$ cat config.mk
export PLATFORM = sky130hd
export DESIGN_NAME = pipeline_spi_control_shadow
export DESIGN_NICKNAME = d
export VERILOG_FILES = /design/src/rtl/pipeline_spi_defs_pkg.sv /design/src/rtl/spi_byte_slave.sv /design/src/rtl/pipeline_spi_control_shadow.sv
export SDC_FILE = /design/constraint.sdc
export NUM_CORES = 1
export LEC_CHECK = 0
export BUFFER_PORTS_ARGS = -buffer_cell sky130_fd_sc_hd__buf_2
export CORE_MARGIN = 5
export CORE_UTILIZATION = 40
export CTS_CLUSTER_SIZE = 25
export DETAILED_ROUTE_END_ITERATION = 8
export PLACE_DENSITY = 0.63
export SYNTH_ARGS = -nofsm -noshare
export SYNTH_HDL_FRONTEND = slang
export SYNTH_HIERARCHICAL = 1
export SYNTH_SLANG_ARGS = --single-unit
export TNS_END_PERCENT = 10
$ cat constraint.sdc
create_clock -name clk -period 6.2 [get_ports clk]
set_clock_uncertainty 0.2 [all_clocks]
set_input_delay 0.31 -clock clk [delete_from_list [all_inputs] [get_ports clk]]
set_output_delay 0.31 -clock clk [all_outputs]
set_load 0.005 [all_outputs]
$ cat src/rtl/pipeline_spi_defs_pkg.sv
// Opcodes, FSM state encoding and payload sizing helpers shared by the SPI
// control-shadow block and its byte slave.
package pipeline_spi_defs;

  localparam logic [7:0] OP_MODE         = 8'h01;
  localparam logic [7:0] OP_SCALE        = 8'h02;
  localparam logic [7:0] OP_OFFSET_X     = 8'h03;
  localparam logic [7:0] OP_OFFSET_Y     = 8'h04;
  localparam logic [7:0] OP_CLIP_LEFT    = 8'h05;
  localparam logic [7:0] OP_CLIP_RIGHT   = 8'h06;
  localparam logic [7:0] OP_CLIP_TOP     = 8'h07;
  localparam logic [7:0] OP_CLIP_BOTTOM  = 8'h08;
  localparam logic [7:0] OP_TRANSPARENCY = 8'h09;
  localparam logic [7:0] OP_FREEZE       = 8'h0A;
  localparam logic [7:0] OP_IMAGE        = 8'h0B;
  localparam logic [7:0] OP_COMMIT       = 8'h0C;

  typedef enum logic [2:0] {
    ST_IDLE,
    ST_OPCODE,
    ST_PAYLOAD,
    ST_IMG_X,
    ST_IMG_Y,
    ST_IMG_PIX,
    ST_DRAIN
  } state_t;

  function automatic int unsigned bytes_for(input int unsigned width);
    return (width + 7) / 8;
  endfunction

  function automatic logic is_reg_op(input logic [7:0] op);
    return (op >= OP_MODE) && (op <= OP_FREEZE);
  endfunction

endpackage

$ cat src/rtl/spi_byte_slave.sv
// Mode-0 SPI byte slave: synchronises the SPI pins into clk, assembles MSB-first
// bytes and shifts a status byte out on MISO.
module spi_byte_slave
  import pipeline_spi_defs::*;
(
  input  logic       clk,
  input  logic       rst_n,
  input  logic       spi_clk,
  input  logic       spi_ss,
  input  logic       spi_mosi,
  input  logic [7:0] status,
  output logic       spi_miso,
  output logic       byte_valid,
  output logic [7:0] byte_data,
  output logic       ss_active
);

  logic [1:0] sclk_sync;
  logic [1:0] ss_sync;
  logic [1:0] mosi_sync;
  logic       sclk_prev;
  logic       armed;
  logic [2:0] bit_cnt;
  logic [6:0] rx_sreg;
  logic [6:0] tx_sreg;
  logic       sclk_rise;
  logic       sclk_fall;

  // ss synchroniser resets to "selected" so a select held low across reset
  // never looks like a fresh falling edge; armed waits for ss to be seen high.
  always_ff @(posedge clk or negedge rst_n) begin
    if (!rst_n) begin
      sclk_sync <= 2'b00;
      ss_sync   <= 2'b00;
      mosi_sync <= 2'b00;
    end else begin
      sclk_sync <= {sclk_sync[0], spi_clk};
      ss_sync   <= {ss_sync[0], spi_ss};
      mosi_sync <= {mosi_sync[0], spi_mosi};
    end
  end

  assign sclk_rise = sclk_sync[1] & ~sclk_prev;
  assign sclk_fall = ~sclk_sync[1] & sclk_prev;
  assign ss_active = armed & ~ss_sync[1];

  always_ff @(posedge clk or negedge rst_n) begin
    if (!rst_n) begin
      sclk_prev  <= 1'b0;
      armed      <= 1'b0;
      bit_cnt    <= 3'd0;
      rx_sreg    <= 7'd0;
      tx_sreg    <= 7'd0;
      spi_miso   <= 1'b0;
      byte_valid <= 1'b0;
      byte_data  <= 8'd0;
    end else begin
      sclk_prev  <= sclk_sync[1];
      byte_valid <= 1'b0;
      if (ss_sync[1]) armed <= 1'b1;
      if (!ss_active) begin
        bit_cnt  <= 3'd0;
        tx_sreg  <= status[6:0];
        spi_miso <= status[7];
      end else if (sclk_rise) begin
        rx_sreg <= {rx_sreg[5:0], mosi_sync[1]};
        bit_cnt <= bit_cnt + 3'd1;
        if (bit_cnt == 3'd7) begin
          byte_valid <= 1'b1;
          byte_data  <= {rx_sreg, mosi_sync[1]};
        end
      end else if (sclk_fall) begin
        // falling edge after a completed byte starts a fresh status byte
        if (bit_cnt == 3'd0) begin
          tx_sreg  <= status[6:0];
          spi_miso <= status[7];
        end else begin
          tx_sreg  <= {tx_sreg[5:0], 1'b0};
          spi_miso <= tx_sreg[6];
        end
      end
    end
  end

endmodule

$ cat src/rtl/pipeline_spi_control_shadow.sv
// SPI-programmed overlay control registers with frame-synchronous shadow commit
// and a streamed image-pixel write port.
module pipeline_spi_control_shadow
  import pipeline_spi_defs::*;
#(
  parameter int PRECISION              = 12,
  parameter int TRANSPARENCY_PRECISION = 3,
  parameter int PIXEL_SIZE             = 16,
  parameter int RESOLUTION_X           = 480,
  parameter int RESOLUTION_Y           = 270
) (
  input  logic                              clk,
  input  logic                              rst_n,
  input  logic                              frame_start,
  output logic [1:0]                        ctrl_overlay_mode,
  output logic [1:0]                        ctrl_fg_scale,
  output logic                              ctrl_fg_freeze,
  output logic [TRANSPARENCY_PRECISION-1:0] ctrl_fg_transparency,
  output logic signed [PRECISION:0]         ctrl_fg_offset_x,
  output logic signed [PRECISION:0]         ctrl_fg_offset_y,
  output logic [PRECISION-1:0]              ctrl_fg_clip_left,
  output logic [PRECISION-1:0]              ctrl_fg_clip_right,
  output logic [PRECISION-1:0]              ctrl_fg_clip_top,
  output logic [PRECISION-1:0]              ctrl_fg_clip_bottom,
  output logic [PRECISION-1:0]              ctrl_image_pixel_x,
  output logic [PRECISION-1:0]              ctrl_image_pixel_y,
  output logic [PIXEL_SIZE-1:0]             ctrl_image_pixel,
  output logic                              ctrl_image_pixel_ready,
  output logic                              ctrl_commit_pending,
  input  logic                              hw_spi_clk,
  input  logic                              hw_spi_ss,
  input  logic                              hw_spi_mosi,
  output logic                              hw_spi_miso
);

  localparam int OFS_W     = PRECISION + 1;
  localparam int PIX_BYTES = PIXEL_SIZE / 8;
  localparam int PAY_W     = (PIXEL_SIZE > 16) ? PIXEL_SIZE : 16;

  localparam logic [2:0]           PIX_LAST  = 3'(PIX_BYTES - 1);
  localparam logic [15:0]          RES_X16   = 16'(RESOLUTION_X);
  localparam logic [15:0]          RES_Y16   = 16'(RESOLUTION_Y);
  localparam logic [PRECISION-1:0] LAST_X    = PRECISION'(RESOLUTION_X - 1);
  localparam logic [PRECISION-1:0] LAST_Y    = PRECISION'(RESOLUTION_Y - 1);
  localparam logic [PRECISION-1:0] COORD_ONE = PRECISION'(1);

  typedef struct packed {
    logic [1:0]                        mode;
    logic [1:0]                        scale;
    logic                              freeze;
    logic [TRANSPARENCY_PRECISION-1:0] transparency;
    logic [OFS_W-1:0]                  offset_x;
    logic [OFS_W-1:0]                  offset_y;
    logic [PRECISION-1:0]              clip_left;
    logic [PRECISION-1:0]              clip_right;
    logic [PRECISION-1:0]              clip_top;
    logic [PRECISION-1:0]              clip_bottom;
  } ctrl_t;

  function automatic logic [2:0] payload_bytes(input logic [7:0] op);
    case (op)
      OP_OFFSET_X, OP_OFFSET_Y:  return 3'(bytes_for(OFS_W));
      OP_CLIP_LEFT, OP_CLIP_RIGHT,
      OP_CLIP_TOP, OP_CLIP_BOTTOM: return 3'(bytes_for(PRECISION));
      OP_TRANSPARENCY:           return 3'(bytes_for(TRANSPARENCY_PRECISION));
      default:                   return 3'd1;
    endcase
  endfunction

  logic             byte_valid;
  logic [7:0]       byte_data;
  logic             ss_active;
  logic [7:0]       status;

  state_t               state;
  logic [7:0]           opcode;
  logic [6:0]           last_op;
  logic [2:0]           byte_cnt;
  logic [PAY_W-9:0]     payload;
  logic [PAY_W-1:0]     assembled;
  logic [15:0]          start_x;
  logic [PRECISION-1:0] cur_x;
  logic [PRECISION-1:0] cur_y;
  ctrl_t                shadow;
  ctrl_t                active;
  logic                 commit_req;

  assign status    = {ctrl_commit_pending, last_op};
  assign assembled = {payload, byte_data};

  spi_byte_slave u_slave (
    .clk        (clk),
    .rst_n      (rst_n),
    .spi_clk    (hw_spi_clk),
    .spi_ss     (hw_spi_ss),
    .spi_mosi   (hw_spi_mosi),
    .status     (status),
    .spi_miso   (hw_spi_miso),
    .byte_valid (byte_valid),
    .byte_data  (byte_data),
    .ss_active  (ss_active)
  );

  assign commit_req = frame_start |
                      (ss_active && state == ST_OPCODE && byte_valid && byte_data == OP_COMMIT);

  // Commit and shadow write share one edge: active picks up the pre-write shadow.
  always_ff @(posedge clk or negedge rst_n) begin
    if (!rst_n) begin
      state                  <= ST_IDLE;
      opcode                 <= 8'd0;
      last_op                <= 7'd0;
      byte_cnt               <= 3'd0;
      payload                <= '0;
      start_x                <= 16'd0;
      cur_x                  <= '0;
      cur_y                  <= '0;
      shadow                 <= '0;
      active                 <= '0;
      ctrl_image_pixel_x     <= '0;
      ctrl_image_pixel_y     <= '0;
      ctrl_image_pixel       <= '0;
      ctrl_image_pixel_ready <= 1'b0;
    end else begin
      ctrl_image_pixel_ready <= 1'b0;
      if (commit_req) active <= shadow;

      if (!ss_active) begin
        state <= ST_IDLE;
      end else begin
        case (state)
          ST_IDLE: begin
            state    <= ST_OPCODE;
            byte_cnt <= 3'd0;
            payload  <= '0;
          end
          ST_OPCODE: if (byte_valid) begin
            opcode   <= byte_data;
            last_op  <= byte_data[6:0];
            byte_cnt <= 3'd0;
            if (is_reg_op(byte_data))       state <= ST_PAYLOAD;
            else if (byte_data == OP_IMAGE) state <= ST_IMG_X;
            else                            state <= ST_DRAIN;
          end
          ST_PAYLOAD: if (byte_valid) begin
            payload  <= assembled[PAY_W-9:0];
            byte_cnt <= byte_cnt + 3'd1;
            if (byte_cnt == payload_bytes(opcode) - 3'd1) begin
              state <= ST_DRAIN;
              case (opcode)
                OP_MODE:         shadow.mode         <= assembled[1:0];
                OP_SCALE:        shadow.scale        <= assembled[1:0];
                OP_OFFSET_X:     shadow.offset_x     <= assembled[OFS_W-1:0];
                OP_OFFSET_Y:     shadow.offset_y     <= assembled[OFS_W-1:0];
                OP_CLIP_LEFT:    shadow.clip_left    <= assembled[PRECISION-1:0];
                OP_CLIP_RIGHT:   shadow.clip_right   <= assembled[PRECISION-1:0];
                OP_CLIP_TOP:     shadow.clip_top     <= assembled[PRECISION-1:0];
                OP_CLIP_BOTTOM:  shadow.clip_bottom  <= assembled[PRECISION-1:0];
                OP_TRANSPARENCY: shadow.transparency <= assembled[TRANSPARENCY_PRECISION-1:0];
                OP_FREEZE:       shadow.freeze       <= assembled[0];
                default: ;
              endcase
            end
          end
          ST_IMG_X: if (byte_valid) begin
            payload <= assembled[PAY_W-9:0];
            if (byte_cnt[0]) begin
              start_x  <= assembled[15:0];
              byte_cnt <= 3'd0;
              state    <= ST_IMG_Y;
            end else begin
              byte_cnt <= 3'd1;
            end
          end
          ST_IMG_Y: if (byte_valid) begin
            payload <= assembled[PAY_W-9:0];
            if (byte_cnt[0]) begin
              byte_cnt <= 3'd0;
              // an out-of-frame start suppresses the whole stream
              if (start_x >= RES_X16 || assembled[15:0] >= RES_Y16) begin
                state <= ST_DRAIN;
              end else begin
                cur_x <= start_x[PRECISION-1:0];
                cur_y <= assembled[PRECISION-1:0];
                state <= ST_IMG_PIX;
              end
            end else begin
              byte_cnt <= 3'd1;
            end
          end
          ST_IMG_PIX: if (byte_valid) begin
            payload <= assembled[PAY_W-9:0];
            if (byte_cnt == PIX_LAST) begin
              byte_cnt               <= 3'd0;
              ctrl_image_pixel       <= assembled[PIXEL_SIZE-1:0];
              ctrl_image_pixel_x     <= cur_x;
              ctrl_image_pixel_y     <= cur_y;
              ctrl_image_pixel_ready <= 1'b1;
              if (cur_x == LAST_X) begin
                cur_x <= '0;
                cur_y <= (cur_y == LAST_Y) ? '0 : cur_y + COORD_ONE;
              end else begin
                cur_x <= cur_x + COORD_ONE;
              end
            end else begin
              byte_cnt <= byte_cnt + 3'd1;
            end
          end
          ST_DRAIN: state <= ST_DRAIN;
          default:  state <= ST_IDLE;
        endcase
      end
    end
  end

  assign ctrl_overlay_mode    = active.mode;
  assign ctrl_fg_scale        = active.scale;
  assign ctrl_fg_freeze       = active.freeze;
  assign ctrl_fg_transparency = active.transparency;
  assign ctrl_fg_offset_x     = signed'(active.offset_x);
  assign ctrl_fg_offset_y     = signed'(active.offset_y);
  assign ctrl_fg_clip_left    = active.clip_left;
  assign ctrl_fg_clip_right   = active.clip_right;
  assign ctrl_fg_clip_top     = active.clip_top;
  assign ctrl_fg_clip_bottom  = active.clip_bottom;
  assign ctrl_commit_pending  = (shadow != active);

endmodule

; ---- Yosys cells after proc, flatten, opt, wreduce, memory -nomap -nowiden
; Index checks and enable logic that the tools add are counted.
; W data, S select, Z words.
[word_totals]
reg_bits = 309
wordCells = 195
input_bits = 6
output_inout_bits = 125
[op_classes]
n_reduce_logical = 34
add_sub_neg = 5
bitwise_logic = 7
muxes = 57
magnitude_cmp = 4
eq_ne = 45
[op_table]
columns = cell, n
row1 = $mux W12, 13
row2 = $ne A82 B82 Y1, 1
row3 = $mux W3, 20
row4 = $reduce_and A5 Y1, 10
row5 = $pmux W12 S2, 2
row6 = $eq A8 B4 Y1 const B, 5
row7 = $eq A8 B3 Y1 const B, 4
row8 = $ge A16 B9 Y1 const B, 2
row9 = $mux W7, 4
row10 = $add A12 B1 Y12 const B, 2
row11 = $eq A12 B9 Y1 const B, 2
row12 = $pmux W3 S7, 1
row13 = $eq A8 B2 Y1 const B, 2
row14 = $ne A2 B1 Y1 const B, 8
row15 = $pmux W8 S2, 1
row16 = $reduce_and A8 Y1, 2
row17 = $pmux W3 S5, 1
row18 = $eq A3 B3 Y1 const B, 4
row19 = $mux W1, 12
row20 = $ne A2 B2 Y1 const B, 6
row21 = $ne A3 B2 Y1 const B, 4
row22 = $ne A3 B3 Y1 const B, 3
row23 = $reduce_and A3 Y1, 3
row24 = $eq A8 B1 Y1 const B, 1
row25 = 24 further kinds, 39

; ---- Depth between registers and ports, before layout
[logic_depth]
depth_word = 12
depth_mapped = 11
mapped_depth_nobuf = 7

; ---- By module
; Netlist, hierarchy kept.
[by_module_without_submodules]
columns = mod, seq_area_each_um2, cells_each, area_per_inst_um2, n_inst
row1 = pipeline_spi_control_shadow, 6681.4, 941, 12145.4, 1
row2 = spi_byte_slave, 875.8, 108, 1448.9, 1

; ---- Worst setup path after synthesis
; Ideal clock, no wire load.
[synth_timing]
path_kind = register to register
start = register u_slave.ss_sync[1]
end = register shadow[63] (netlist bit)
n_path_buf = 2
setup_ps = 125
stages_incl_launch_ff = 10
required_ps = 5875
synth_period_minus_slack_ps = 2601
slack_ps = 3599
arrival_time_ps = 2276
cell_sequence = dfrtp_1 -> nand2b_1 -> buf_6 -> inv_2 -> and2_0 -> nand3_1 -> or3_1 -> nor2_1 -> buf_2 -> mux2_2
[synth_via]
elab_chain_cells = 3
[synth_rtl]
columns = element, line
row1 = from (decl), spi_byte_slave.sv:19  ; logic [1:0] ss_sync;
row2 = from (signal assigned), spi_byte_slave.sv:38  ; ss_sync <= {ss_sync[0], spi_ss};
row3 = $not A1 Y1, spi_byte_slave.sv:45  ; assign ss_active = armed & ~ss_sync[1];
row4 = $and A1 B1 Y1, spi_byte_slave.sv:45
row5 = named net ss_active, pipeline_spi_control_shadow.sv:72  ; logic ss_active;
row6 = $reduce_and A5 Y1 (no source line), -
row7 = to (decl), pipeline_spi_control_shadow.sv:84  ; ctrl_t shadow;
; The timed path passes the listed nets, and every way through them passes these cells.
; A chain may end at the register's enable or synchronous reset.

; ---- Worst setup path after layout
[layout_timing]
start = register u_slave.ss_sync[1]
end = register active (netlist bit ctrl_fg_offset_y[10])
[layout_via]
elab_chain_cells = 6
[layout_rtl]
columns = element, line
row1 = $not A1 Y1, spi_byte_slave.sv:45
row2 = $and A1 B1 Y1, spi_byte_slave.sv:45
row3 = named net ss_active, pipeline_spi_control_shadow.sv:72
row4 = $logic_and A1 B1 Y1 (3 in a row), pipeline_spi_control_shadow.sv:105  ; (ss_active && state == ST_OPCODE && byte_valid && byte_data == OP_COMMIT);
row5 = $or A1 B1 Y1, pipeline_spi_control_shadow.sv:104  ; assign commit_req = frame_start |
row6 = to (signal assigned), pipeline_spi_control_shadow.sv:126  ; if (commit_req) active <= shadow;
row7 = to (decl), pipeline_spi_control_shadow.sv:85  ; ctrl_t active;
; The timed path passes the listed nets, and every way through them passes these cells.

==> results.md <==
- CP max stage delay: 860 ps
- Via density per instance: 5.31
- Wirelength per Cell: 19.8 µm
- Number of synthesized flops with an enable pin: 0
- Mapped cell area: 13,600 µm²
- P per Cell Area: 275 nW/µm²
- Sinks on Clock Net: 302
- First-pass GRT wire length: 52,600 µm
- Hold path cells: 0
- Bufs and invs on worst path: 2
- Layout cells sized above 1: 0.384
- Minimum clock period: 3960 ps
- Flops & latches, synth: 302
- Final global-route overflow total: 0
- Status: completed
- Syn. warnings: 6
- Max cap viols: 0
- TNS Setup: 0 ps
- Ys flop type: dfrtp_1
- Die width: 194 µm
- Final RePlAce weighted congestion: 0.802
- HP Class: register to register
- Htree depth: 2
- Port Buf Inserts: 130
- DIE AREA: 37,800 µm²
- Critical Path Slowest Stage Cell: nor2_4
- # IOs: 131
- Final Non-Filler Cells: 1,644
- Post-CTS resize count: 0
- Crit-path cells: nand2b_1, inv_2, and2_0, nand4_1, nor2_1, nor2_4, buf_4, mux2_2
- Core area: 33,500 µm²
- Crit path arrival time: 4140 ps
- Max Root-Sink Buffers: 3
- Tightest Pin Transition: 1120 ps
- Largest net degree at the start of global routing: 144
- GRT Total Usage: 0.172
- Number of global-route vias before repair: 8,944
- Die Y: 194 µm
- CP max FO: 36
- Area Overhead vs Synth: 16.4%
- CTS buffer count: 34
- Final Hold Vio Count: 0
- Layout net count: 1,186
- Initial antenna violation count: 0
- Diode count: 0
- Clock root buffer: clkbuf_16
- Critical path depth: 8
- Leak: 8.19 nW
- Max-slew headroom: 0.250
- Final wirelength: 32,500 µm
- Initial detailed-routing violation count: 522
- RSZ-0062 raised after global routing: no
- Initial Utilization: 0.405
- # rows: 67
- Syn nets: 1,063
- Worst endpoint required time: 6380 ps
- DRC viols: 0
- Worst-skew pair later-pin latency: 500 ps
- Number of library cell types mapped by synthesis: 67
- Cells after Synth: 1,049
- Worst r2r path cells: 8
- # hold bufs at CTS: 4
- Post-route ant nets: 0
- Fraction of registers with async set/reset: 1.00
- VDD IR max: 0.000200 V
- Placed cell count: 1,580
- Period utilisation layout: 0.639
- Synthesized area per cell: 13.0 µm²
- TritonCTS clock tree: yes
- Count of final max-slew check failures: 0
- Vias: 8,733
- CP startpoint kind: register
- TritonRoute pass-1 iters: 5
- # setup viols final: 0
- Clock slew at reported path FFs: 60 ps
- Dpl hpwl: 21,800 µm
- Post-CTS Repair Setup Buffers: 0
- Register area share after synthesis: 0.556
- Setup Crit Path Kind: register to register
- Crit end category: register
- Critical path's top delay family: simple AND/OR/NAND/NOR gates
- Max Fclk: 0.253 GHz
==> logic make-up (layout without fill, tap and decap cells) <==
family	after synthesis	in the layout	share of synthesized area
flip-flops	302	302	0.556
AND/OR/NAND/NOR	197	197	0.0822
AO/OA/AOI/OAI	124	124	0.0611
buffers and inverters	86	233	0.0291
multiplexers	248	248	0.210
XOR/XNOR	83	83	0.0535
adder cells (fa/ha/maj)	9	9	0.00810
==> cell usage after synthesis, types with 9 or more instances <==
cell type  instances  area (µm²)
dfrtp_1          302        7560
mux2_2           227        2560
xor2_1            56         490
nand2_1           37         139
o21ai_0           32         160
clkbuf_1          31         116
nand3_1           28         140
xnor2_1           27         236
buf_2             24         120
nor4_1            24         150
inv_1             23        86.3
nand4_1           20         125
nor3_1            20         100
a21oi_1           18        90.1
mux2_4            18         270
nor2_1            18        67.6
o31ai_1           13        97.6
a31oi_1           12        75.1
a22o_1            10        87.6
nand2b_1           9        56.3
==> metrics by stage <==
stage	utilization	worst slack, ps	instance area [µm²]	hold slack, ps	total power, mW
floorplan	-	3600	13600	-186	2.29
global placement	0.437	2360	14700	140	2.38
detailed placement	0.437	2240	14700	146	2.38
CTS	0.472	2220	15800	158	4.41
global route	0.472	2000	15800	163	4.53
finish	0.472	2240	15800	154	4.35
==> layout make-up <==
| class | count | area, µm² |
|---|---|---|
| fill | 3046 | 17700 |
| sequential | 302 | 7560 |
| multi-input combinational | 661 | 5660 |
| clock buffer | 46 | 967 |
| timing repair buffer | 149 | 826 |
| tap | 448 | 561 |
| clock inverter | 14 | 155 |
| inverter | 24 | 90.1 |
==> worst reg2reg max path, cell delays in order (launching register included) <==
cell      delay (ps)
dfrtp_1          350
nand2b_1         520
inv_2            260
and2_0           280
nand4_1          350
nor2_1           140
nor2_4           860
buf_4            500
mux2_2           400
==> final timing paths <==
check	start	endpoint	slack (ps)
max reg2reg	u_slave/ss_sync[1]	ctrl_fg_offset_y[10]	2240
min reg2reg	u_slave/mosi_sync[0]	u_slave/mosi_sync[1]	150
min	u_slave/mosi_sync[0]	u_slave/mosi_sync[1]	150
min in group asynchronous	rst_n	ctrl_fg_clip_left[5]	220
max	u_slave/ss_sync[1]	ctrl_fg_offset_y[10]	2240
max in group asynchronous	rst_n	ctrl_image_pixel[1]	4300
==> layout by cell type, fill, tap and decap left out, types with 9 or more instances in the layout <==
cell / instances
xnor2_1: 27
inv_1: 23
mux2_4: 18
nor2_1: 16
clkbuf_16: 35
xor2_1: 56
buf_2: 129
a21oi_1: 18
buf_4: 14
nand4_1: 20
mux2_2: 227
a31oi_1: 12
nor4_1: 24
nor3_1: 19
nand3_1: 28
dfrtp_1: 302
o31ai_1: 13
a22o_1: 10
o21ai_0: 32
nand2b_1: 9
nand2_1: 37
==> sequential cells by signal, indices dropped and copies added, names as in the netlist, 3 cells and up <==
signal                count
shadow                   82
ctrl_image_pixel         16
start_x                  16
ctrl_fg_offset_x         13
ctrl_fg_offset_y         13
ctrl_fg_clip_bottom      12
ctrl_fg_clip_left        12
ctrl_fg_clip_right       12
ctrl_fg_clip_top         12
ctrl_image_pixel_x       12
ctrl_image_pixel_y       12
cur_x                    12
cur_y                    12
opcode                    8
payload                   8
u_slave/byte_data         8
u_slave/rx_sreg           7
u_slave/tx_sreg           7
byte_cnt                  3
ctrl_fg_transparency      3
state                     3
u_slave/bit_cnt           3
==> metal layers <==
metal / track usage / wire, µm
met5: 0 / 0
met3: 0.0282 / 1370
met1: 0.251 / 15200
met4: 0.0393 / 676
met2: 0.274 / 15300
==> power breakdown <==
part / internal (mW) / switching (mW) / total (mW)
Clock: 1.22 / 0.782 / 2.00
Sequential: 2.01 / 0.0538 / 2.06
Combinational: 0.0994 / 0.188 / 0.287
Total: 3.33 / 1.02 / 4.35
Power figures use the tool's default switching activity.
